<file path="src/rtl/adc_serial_multich.sv">
// Serial-ADC capture engine: drives cs/sclk for 1-4 ADCs sharing the bus and shifts in one
// frame per trigger (sample-rate timer or start pulse), presenting right-justified samples.
module adc_serial_multich #(
    parameter int N_CH          = 2,
    parameter int FRAME_BITS    = 16,
    parameter int DATA_BITS     = 12,
    parameter int SCLK_HALF     = 57,
    parameter int SAMPLE_PERIOD = 2268,
    parameter int QUIET_CYC     = 4
) (
    input  logic                      clk,
    input  logic                      reset,
    input  logic                      cont_en,
    input  logic                      start,
    input  logic                      clr_ovr,
    input  logic [N_CH-1:0]           sdata,
    output logic                      cs,
    output logic                      sclk,
    output logic [N_CH*DATA_BITS-1:0] dato,
    output logic                      dato_listo,
    output logic                      busy,
    output logic                      overrun,
    output logic [1:0]                dbg_state_o
);

    localparam int TMR_W = (SAMPLE_PERIOD > 1) ? $clog2(SAMPLE_PERIOD) : 1;
    localparam int DIV_W = $clog2(SCLK_HALF + 1);
    localparam int BIT_W = $clog2(FRAME_BITS + 1);
    localparam int QCT_W = (QUIET_CYC > 1) ? $clog2(QUIET_CYC + 1) : 1;

    localparam logic [TMR_W-1:0] TMR_LAST = TMR_W'(SAMPLE_PERIOD - 1);
    localparam logic [DIV_W-1:0] DIV_LAST = DIV_W'(SCLK_HALF - 1);
    localparam logic [BIT_W-1:0] BIT_LAST = BIT_W'(FRAME_BITS);
    // The accepting IDLE cycle is itself a cs-high cycle, so QUIET lasts QUIET_CYC-1 cycles.
    localparam logic [QCT_W-1:0] QCT_LAST = QCT_W'((QUIET_CYC >= 2) ? QUIET_CYC - 2 : 0);

    typedef enum logic [1:0] {
        ST_IDLE  = 2'd0,
        ST_CONV  = 2'd1,
        ST_QUIET = 2'd2
    } state_t;

    state_t                    state_q, state_d;
    logic [TMR_W-1:0]          tmr_q, tmr_d;
    logic [DIV_W-1:0]          div_q, div_d;
    logic [BIT_W-1:0]          bit_q, bit_d;
    logic [QCT_W-1:0]          qct_q, qct_d;
    logic [FRAME_BITS-1:0]     sh_q [N_CH];
    logic [FRAME_BITS-1:0]     sh_d [N_CH];
    logic [N_CH*DATA_BITS-1:0] dato_q, dato_d;
    logic                      cs_q, cs_d;
    logic                      sclk_q, sclk_d;
    logic                      listo_q, listo_d;
    logic                      busy_q, busy_d;
    logic                      ovr_q, ovr_d;
    logic                      tick;
    logic                      trig;

    always_comb begin
        tmr_d = '0;
        if (cont_en) begin
            tmr_d = (tmr_q == TMR_LAST) ? '0 : tmr_q + 1'b1;
        end
    end

    assign tick = cont_en && (tmr_q == TMR_LAST);
    assign trig = cont_en ? tick : start;

    always_comb begin
        state_d = state_q;
        div_d   = div_q;
        bit_d   = bit_q;
        qct_d   = qct_q;
        sh_d    = sh_q;
        dato_d  = dato_q;
        cs_d    = cs_q;
        sclk_d  = sclk_q;
        listo_d = 1'b0;
        ovr_d   = ovr_q;

        if (clr_ovr) begin
            ovr_d = 1'b0;
        end
        if (trig && (state_q != ST_IDLE)) begin
            ovr_d = 1'b1;
        end

        case (state_q)
            ST_IDLE: begin
                if (trig) begin
                    state_d = ST_CONV;
                    cs_d    = 1'b0;
                    sclk_d  = 1'b1;
                    div_d   = '0;
                    bit_d   = '0;
                    for (int c = 0; c < N_CH; c++) begin
                        sh_d[c] = '0;
                    end
                end
            end
            ST_CONV: begin
                if (bit_q == BIT_LAST) begin
                    state_d = (QUIET_CYC > 1) ? ST_QUIET : ST_IDLE;
                    cs_d    = 1'b1;
                    sclk_d  = 1'b1;
                    qct_d   = '0;
                    listo_d = 1'b1;
                    for (int c = 0; c < N_CH; c++) begin
                        dato_d[c*DATA_BITS +: DATA_BITS] = sh_q[c][DATA_BITS-1:0];
                    end
                end else if (div_q == DIV_LAST) begin
                    div_d  = '0;
                    sclk_d = ~sclk_q;
                    // Data is captured on the edge that raises sclk.
                    if (!sclk_q) begin
                        bit_d = bit_q + 1'b1;
                        for (int c = 0; c < N_CH; c++) begin
                            sh_d[c] = {sh_q[c][FRAME_BITS-2:0], sdata[c]};
                        end
                    end
                end else begin
                    div_d = div_q + 1'b1;
                end
            end
            ST_QUIET: begin
                if (qct_q == QCT_LAST) begin
                    state_d = ST_IDLE;
                end else begin
                    qct_d = qct_q + 1'b1;
                end
            end
            default: begin
                state_d = ST_IDLE;
                cs_d    = 1'b1;
                sclk_d  = 1'b1;
            end
        endcase

        busy_d = (state_d != ST_IDLE);
    end

    always_ff @(posedge clk) begin
        if (reset) begin
            state_q <= ST_IDLE;
            tmr_q   <= '0;
            div_q   <= '0;
            bit_q   <= '0;
            qct_q   <= '0;
            for (int c = 0; c < N_CH; c++) begin
                sh_q[c] <= '0;
            end
            dato_q  <= '0;
            cs_q    <= 1'b1;
            sclk_q  <= 1'b1;
            listo_q <= 1'b0;
            busy_q  <= 1'b0;
            ovr_q   <= 1'b0;
        end else begin
            state_q <= state_d;
            tmr_q   <= tmr_d;
            div_q   <= div_d;
            bit_q   <= bit_d;
            qct_q   <= qct_d;
            sh_q    <= sh_d;
            dato_q  <= dato_d;
            cs_q    <= cs_d;
            sclk_q  <= sclk_d;
            listo_q <= listo_d;
            busy_q  <= busy_d;
            ovr_q   <= ovr_d;
        end
    end

    assign cs          = cs_q;
    assign sclk        = sclk_q;
    assign dato        = dato_q;
    assign dato_listo  = listo_q;
    assign busy        = busy_q;
    assign overrun     = ovr_q;
    assign dbg_state_o = state_q;

endmodule

</file>
<file path="config.mk">
export PLATFORM = sky130hd
export DESIGN_NAME = adc_serial_multich
export DESIGN_NICKNAME = d
export VERILOG_FILES = /design/src/rtl/adc_serial_multich.sv
export SDC_FILE = /design/constraint.sdc
export NUM_CORES = 1
export LEC_CHECK = 0
export ABC_CLOCK_PERIOD_IN_PS = 3200
export CORE_MARGIN = 4
export CORE_UTILIZATION = 50
export DETAILED_ROUTE_END_ITERATION = 7
export HOLD_SLACK_MARGIN = 0.12
export PLACE_DENSITY_LB_ADDON = 0.2
export SLEW_MARGIN = 10
export SYNTH_ARGS = -nofsm -noshare
export SYNTH_HDL_FRONTEND = slang
export SYNTH_SLANG_ARGS = --single-unit
</file>
<file path="constraint.sdc">
create_clock -name clk -period 3.2 [get_ports clk]
set_input_delay 0.32 -clock clk [delete_from_list [all_inputs] [get_ports clk]]
set_output_delay 0.32 -clock clk [all_outputs]
set_load 0.05 [all_outputs]
</file>
==> results by stage, run 1 <==
CTS:
- For this design, the CTS-stage hold fixing added 0 buffers.
- The maximum buffer depth of the clock tree is 2.
- After clock tree synthesis, the setup repair step added 0 buffers.
- Clock-pin slew was measured on the worst setup and hold paths at 0.08 ns.
- The clock reaches the later pin of the worst-skew pair after around 0.34 ns.
- The post-cts resize count is 0.
- The clock drives a little over 80 sinks.
- The TritonCTS clock tree is done.
- The clock root buffer is sky130_fd_sc_hd__clkbuf_8.
- The TritonCTS buffer count is 9.
- The total number of H-tree levels is 3.

Yosys:
- The post-synthesis compound-gate area fraction is 0.204.
- The fraction of registers with async set/reset is 0.
- During synthesis, Yosys emitted a total of 0 warnings.
- Of the total synthesized cell area, the portion taken by full adders, half adders and majority gates is 0.0256.
- The top cell type by total area after synthesis is sky130_fd_sc_hd__dfxtp_1.
- The main combinational cell family by area after synthesis is simple AND/OR/NAND/NOR gates.
- The dominant cell by count in the synthesized netlist is sky130_fd_sc_hd__nand2_1.
- Of the total synthesized cell area, the portion taken by XOR and XNOR cells is 0.0256.
- The count of flip-flops with a built-in enable after synthesis is 0.
- After synthesis, the share of cell area in mux cells is 0.00293.
- The share of synthesized area in the top cell type comes to 0.474.
- For this run, the register share of the synthesized area comes to 0.474.
- The mapped netlist covers ~3400 um^2.
- The flop and latch count out of synthesis is between 80 and 90.
- The prevailing post-synth register cell is sky130_fd_sc_hd__dfxtp_1.
- The count of different cell masters after synthesis is 48.
- Of the total synthesized cell area, the portion taken by AND, OR, NAND and NOR gates is 0.213.
- The cell count after synthesis is 400.
- By count the netlist is led by 83 x sky130_fd_sc_hd__nand2_1, 81 x sky130_fd_sc_hd__dfxtp_1, 56 x sky130_fd_sc_hd__a21oi_1.
- Ranked by total cell area, the synthesized netlist is headed by sky130_fd_sc_hd__dfxtp_1 47%, sky130_fd_sc_hd__nand2_1 9.1%, sky130_fd_sc_hd__a21oi_1 8.2%, sky130_fd_sc_hd__o211ai_1 5.9%, sky130_fd_sc_hd__ha_1 2.6%.
- The synthesized net count is just over 400.
- A synthesized cell averages 8.55 um^2.

STA:
- Setup repair after global routing left no endpoint under its margin.
- Measured against its own limit, the worst slew margin works out to 0.440.
- The final number of hold-violating endpoints came to 0.
- Setup violations remaining at the end of the flow were counted as 0.
- In the finished design, the share of the clock period the worst path needs comes to 0.719.
- The slew at the pin with the worst max-slew slack is roughly 0.84 ns.
- The clock skew is ~0.0076 ns.
- The time the final worst path needs with I/O delays and setup is 2.30 ns.
- The final number of max-transition violations is 0.
- The sum of negative setup slack is 0 ns.
- Static timing analysis puts the maximum clock frequency at 435 MHz.

Status:
- The flow ran to the end, and the final reports show no timing, DRC or antenna violations.

Setup path:
- The slowest stage of the critical path is the sky130_fd_sc_hd__nand4_1 cell.
- On the worst path, the slowest cell contributes a delay of around 0.57 ns.
- The endpoint identified for the worst register-to-register timing path is bit_q[2].
- The family with the most delay on the worst path is simple AND/OR/NAND/NOR gates.
- The worst setup path is captured at a flip-flop.
- The critical path in this run is classified as reg2reg.
- The sum of buffers and inverters on the critical path is 2.
- For flop-to-flop paths, the worst setup slack is ~0.9 ns.
- The reg-to-reg critical path startpoint is bit_q[0].
- The worst path required time is roughly 3.4 ns.
- The worst-path maximum fanout is 16.
- The data arrival time of the critical path is 2.50 ns.
- The worst setup path is launched from a flip-flop.
- The length in cells of the worst reg-to-reg path is 7.
- Walking the worst path, the cells encountered are inv_1, ha_1, nand4bb_1, nand4_1, buf_4, o221ai_1, a21oi_1.

Floorplanning:
- For this design the top-level I/O count stands at 38.
- The die is about 91 um tall.
- The die is about 91 um wide.
- For this configuration, the core starts out at a cell density of 0.526.
- The die covers 8220 um^2.
- The floorplan has 29 rows.
- The core box area is between 6000 and 7000 um^2.

Placement:
- Routability-driven placement finished with a final weighted congestion of approximately 0.8.
- The final HPWL from detailed placement is about 4.5 mm.
- The count of input and output buffers is 37.
- The number of placed cells counting well taps is 493.

Job:
- The number of maximum-capacitance violations is 0.

Detailed routing:
- In this run, the number of DRC markers left after iteration 0 of detailed routing was 188.
- The first-pass iteration count of the detailed router is 4.
- The number of remaining DRC errors is 0.
- The total wire length after detailed routing is 6.96 mm.
- Using the TritonRoute via totals, the vias-per-cell ratio works out to 5.58.
- The count of antenna-violating nets left after detailed routing is 0.
- After detailed routing, the average wire length per cell comes to 13.7 um.
- The routed layout has roughly 2800 vias.

Hold path:
- The capture endpoint of the worst hold path is div_q[1].
- The path class of the tightest hold or removal check is in2reg.
- The origin of the worst min-delay path is reset.
- The number of cells on the worst hold path is 2.

Layout:
- Fill cells in the final layout number ~580.
- The final antenna diode count is 0.
- The final layout contains around 440 nets.
- The multi-input gate area in the final layout is between 1500 and 2000 um^2.
- Of the cells placed in the final design, the portion with a size suffix greater than 1 is 0.0696.
- The final standard cell count with taps included and fillers excluded is 508.
- The flip-flop and latch area is 1620 um^2.
- The area growth from synthesis to layout is 16.3%.
- Once layout is complete, the utilization of the core stands at 0.612.

Global routing:
- In the global route stage, overall resource usage came out at 0.179.
- After global routing the overflow that remains totals 0.
- The first-pass GRT wire length is 12.3 mm.
- The number of global-route vias before repair came to 2656.
- The number of antenna violations at the first check in global routing is 0.
- Entering global routing, the biggest net connects between 60 and 70 pins.

Pwr:
- The worst vdd rail ir drop is approximately 310 uV.
- The leakage power of the design is about 1.3 nW.
- Dividing total power by cell area gives a power density of approximately 460 nW/um^2.
[where the power goes]
group / switching (W) / internal, W / total, W
registers: 0.00000542 / 0.00101 / 0.00102
logic: 0.0000607 / 0.0000219 / 0.0000826
clock network: 0.000342 / 0.000397 / 0.000739
[sequential cells by signal, summed over array words and instances (netlist names)]
register	count
bit_q	5
busy	1
cs	1
dato	24
dato_listo	1
dbg_state_o	2
div_q	6
overrun	1
qct_q	3
sclk	1
sh_q	24
tmr_q	12
[cell families after synthesis]
family          Yosys count
compound gates          107
xor+xnor                 10
fa+ha+maj                 7
buf+inv                  39
flops                    81
mux                       1
simple gates            155
[cells in the final DEF, fill, tap and decap left out, drive strengths merged, types with 3 or more instances in the layout]
cell           instances
a211oi                 3
a21oi                 57
a311oi                 3
buf                    6
clkbuf                12
clkdlybuf4s50         36
dfxtp                 81
ha                     7
inv                   13
nand2                 83
nand2b                 4
nand3                 13
nand4                  5
nor2                  22
nor3                   7
nor4                   5
o211ai                27
o21ai                  4
xnor2                  8
[worst max-delay path by stage]
stage                   startpoint  endpoint  slack, ns  cells past startpoint
global route              bit_q[0]  bit_q[2]       0.72                      7
floorplan           dbg_state_o[0]  bit_q[4]       1.35                      6
finish                    bit_q[0]  bit_q[2]       0.90                      7
global placement           cont_en  bit_q[2]       0.89                      6
detailed placement         cont_en  bit_q[2]       0.88                      6
CTS                       bit_q[0]  bit_q[2]       0.93                      7
[worst register-to-register path: cells and delay by family (launching register included)]
kind	cells	cell delay, ns
AND/OR/NAND/NOR	2	0.73
flip-flops	1	0.40
buffers and inverters	2	0.52
adder cells (fa/ha/maj)	1	0.23
AO/OA/AOI/OAI	2	0.28
[routing by layer]
metal | vias to the layer above | wire, um | global-route usage
met5 | - | 0 | 0
met4 | 0 | 118 | 0.0727
met3 | 11 | 225 | 0.0375
met2 | 51 | 3160 | 0.287
met1 | 1315 | 3450 | 0.234
li1 | 1456 | - | -
[metrics by stage]
step                      hold slack (ns)  cell area, um^2  setup WS [ns]  total power, W
after floorplan                     0.426             3420           1.35         0.00110
after global placement              0.443             3780          0.886         0.00112
after detailed placement            0.448             3780          0.879         0.00112
after CTS                           0.245             3970          0.928         0.00186
after global routing                0.285             3970          0.724         0.00191
final                               0.256             3970          0.901         0.00184
[cell type report]
cell class / count / share of cell area
timing repair buffer: 42 / 0.101
multi-input combinational: 280 / 0.405
tap: 77 / 0.0242
clock buffer: 12 / 0.0390
clock inverter: 3 / 0.0101
sequential: 81 / 0.408
inverter: 13 / 0.0123
No activity file was read; power rests on OpenSTA's default activity.
==> run 2, diff against run 1 <==
Settings changed: ABC_CLOCK_PERIOD_IN_PS 3200 to 1950.
Clock period 3.2 ns to 1.95 ns, I/O delays scaled along.
==> results by stage, run 2 (synthesis results as in run 1) <==
Global routing:
- The total congestion overflow is 0 (unchanged).
- The number of antenna violations at the first check in global routing is 0 (unchanged).
- The total routing usage reported by global routing is 0.174 (-0.00518).
- The number of global-route vias before repair is 2631 (-0.94%).
- The first-pass GRT wire length is 12.1 mm (-1.9%).
- The maximum number of pins on one net before global-route repair is 69 (+11%).

Setup path:
- The sum of buffers and inverters on the critical path is 2 (unchanged).
- The worst setup path is captured at a flip-flop.
- The data arrival time of the critical path was 1.99 ns (-0.51 ns).
- The critical path's largest stage delay is 0.39 ns (-0.18 ns).
- The critical path starts at bit_q[0].
- The family with the most delay on the worst path is simple AND/OR/NAND/NOR gates.
- The worst path required time was 2.14 ns (-1.26 ns).
- The type of the setup path with the least slack is reg2reg.
- The critical path goes through inv_1, ha_1, nand4bb_1, nand4_1, buf_4, o221ai_1, a21oi_1.
- The reg-to-reg critical path startpoint is bit_q[0].
- The slowest stage of the critical path belongs to the cell sky130_fd_sc_hd__dfxtp_1.
- The worst-path maximum fanout is 15 (-1).
- STA classifies the critical path startpoint as a flip-flop.

Floorplanning:
- The core box area is 6490 um^2 (unchanged).
- The height of the die is 90.7 um (unchanged).
- The die width is 90.7 um (unchanged).
- The initial cell density of the core is 0.526 (unchanged).
- The number of top-level design ports came to 38 (unchanged).
- The number of placement rows is 29 (unchanged).
- The area of the die is 8220 um^2 (unchanged).

Detailed routing:
- The total wire length after detailed routing is 7.02 mm (+0.86%).
- The via count normalized by instance count is 5.49 (-1.5%).
- The via count is 2839 (+0.21%).
- The number of remaining DRC errors came to 0 (unchanged).
- The first-pass iteration count of the detailed router is 4 (unchanged).
- The post-detailed-route wirelength per cell is 13.6 um (-0.89%).
- The count of antenna-violating nets left after detailed routing is 0 (unchanged).
- The initial detailed-routing violation count is 138 (-27%).

Pwr:
- The combinational group share of total power was 0.048 (+0.003).
- The switching share of total power came to 0.231 (+0.00929).
- The clock network fraction of design power is 0.394 (-0.008).
- The cell internal power dissipation is 0.00230 W (+61%).
- The reported net switching power is 0.000692 W (+69%).
- The leakage power of the design was 1.31 nW (+3.9%).
- The power per standard cell area is 738 nW/um^2 (+59%).
- The part of the power in registers is 0.558 (+0.005).
- The worst vdd rail ir drop was 384 uV (+23%).

Layout:
- The final antenna diode count is 0 (unchanged).
- The count of nets after finishing is 449 (+1.8%).
- The share of final-layout standard cells stronger than drive strength 1 is 0.0841 (+0.0145).
- The most common library cell in the layout ignoring fill and taps is sky130_fd_sc_hd__nand2_1.
- The final design area excluding fillers is 4050 um^2 (+2.0%).
- From synthesis to final layout, the design area changed by 18.6%.
- The final standard cell count with taps included and fillers excluded is 517 (+1.8%).
- In the layout the commonest cells are 83 x sky130_fd_sc_hd__nand2_1, 81 x sky130_fd_sc_hd__dfxtp_1, 56 x sky130_fd_sc_hd__a21oi_1, 34 x sky130_fd_sc_hd__clkdlybuf4s50_1, 27 x sky130_fd_sc_hd__o211ai_1.

CTS:
- The number of buffers inserted by post-CTS setup repair is 0 (unchanged).
- CTS placed an instance of sky130_fd_sc_hd__clkbuf_8 at the clock tree root.
- The clock edge transition at the registers on the reported setup and hold paths was 0.07 ns (about the same).
- TritonCTS built the clock tree.
- The total number of H-tree levels is 3 (unchanged).
- The TritonCTS buffer count is 9 (unchanged).
- The clock latency on the worst-skew pair is 0.34 ns (about the same).
- The CTS sink count is 81 (unchanged).
- The maximum buffer depth of the clock tree came to 2 (unchanged).

STA:
- The achievable frequency is 554 MHz (+27%).
- The slew at the pin with the worst max-slew slack is 0.683 ns (-0.157 ns).
- The final number of hold-violating endpoints is 0 (unchanged).
- The max-slew headroom at the worst pin came to 0.545 (+0.105).
- The time the final worst path needs with I/O delays and setup was 1.81 ns (-0.494 ns).
- The final number of max-transition violations came to 0 (unchanged).
- The number of failing setup endpoints in the final timing report came to 0 (unchanged).
- The worst setup slack after layout came to 0.145 ns (-0.756 ns).
- The post-route clock period utilization is 0.926 (+0.207).
- The clock skew is 0.0137 ns (+0.00608 ns).

Job:
- The number of maximum-capacitance violations is 0 (unchanged).

Placement:
- The post-detailed-placement cell area is 3850 um^2 (+1.9%).
- The final HPWL from detailed placement is 4.58 mm (+2.1%).
- The post-placement setup slack is 0.125 ns (-0.754 ns).
- The final weighted congestion of routability-driven global placement is 0.848 (+5.4%).
- The count of input and output buffers is 37 (unchanged).
- The number of placed cells counting well taps is 501 (+1.6%).

Hold path:
- The origin of the worst min-delay path is reset.
- The path class of the tightest hold or removal check is in2reg.

Status:
- The run finished with clean final reports.
run 2: power groups by stage:
stage          combinational (W)  sequential [W]  clock (W)
6_report                0.000144         0.00167    0.00118
4_1_cts                 0.000141         0.00167    0.00120
3_3_place_gp            0.000143         0.00171          0
3_5_place_dp            0.000142         0.00171          0
2_1_floorplan          0.0000808         0.00172          0
5_1_grt                 0.000154         0.00167    0.00129
run 2: final cells by class:
cell class	count	area, um^2
Clock inverter	4	53.8
Clock buffer	12	135
Fill cell	568	2440
Inverter	13	48.8
Sequential cell	81	1620
Timing Repair Buffer	50	477
Multi-Input combinational cell	280	1620
Tap cell	77	96.3
run 2: path summary, 6_finish.rpt:
kind / endpoint / slack (ns) / cells after the start
setup / recovery: bit_q[2] / 0.14 / 7
hold reg to reg: dato[11] / 0.45 / 2
hold / removal: cs / 0.19 / 3
setup reg to reg: bit_q[2] / 0.14 / 7
run 2: per-stage QoR:
stage	hold WS [ns]	utilization	power (W)	setup TNS, ns
final	0.190	0.624	0.00299	0
after global routing	0.179	0.624	0.00311	-0.00665
after CTS	0.167	0.622	0.00302	0
after detailed placement	0.447	0.593	0.00185	0
after global placement	0.437	0.593	0.00185	0
after floorplan	0.335	-	0.00180	0
run 2: timing repair:
| item | 4_1_cts | 5_1_grt |
|---|---|---|
| setup endpoints to repair | 1 | 2 |
| hold buffers | 0 | 0 |
| gates resized for setup | 1 | 2 |
run 2: per-layer routing:
| layer | wire, um | track usage | share of wire | vias to the layer above |
|---|---|---|---|---|
| met4 | 55 | 0.0574 | 0.0078 | 0 |
| met3 | 258 | 0.0325 | 0.037 | 6 |
| met2 | 3240 | 0.280 | 0.46 | 43 |
| li1 | - | - | - | 1469 |
| met1 | 3460 | 0.234 | 0.49 | 1321 |
| met5 | 0 | 0 | 0 | - |
run 2: worst register-to-register path: stages (launching register included):
cell and delay, ns:
sky130_fd_sc_hd__dfxtp_1 0.39, sky130_fd_sc_hd__inv_1 0.08, sky130_fd_sc_hd__ha_1 0.21, sky130_fd_sc_hd__nand4bb_1 0.18, sky130_fd_sc_hd__nand4_1 0.24, sky130_fd_sc_hd__buf_4 0.27
sky130_fd_sc_hd__o221ai_1 0.20, sky130_fd_sc_hd__a21oi_1 0.09
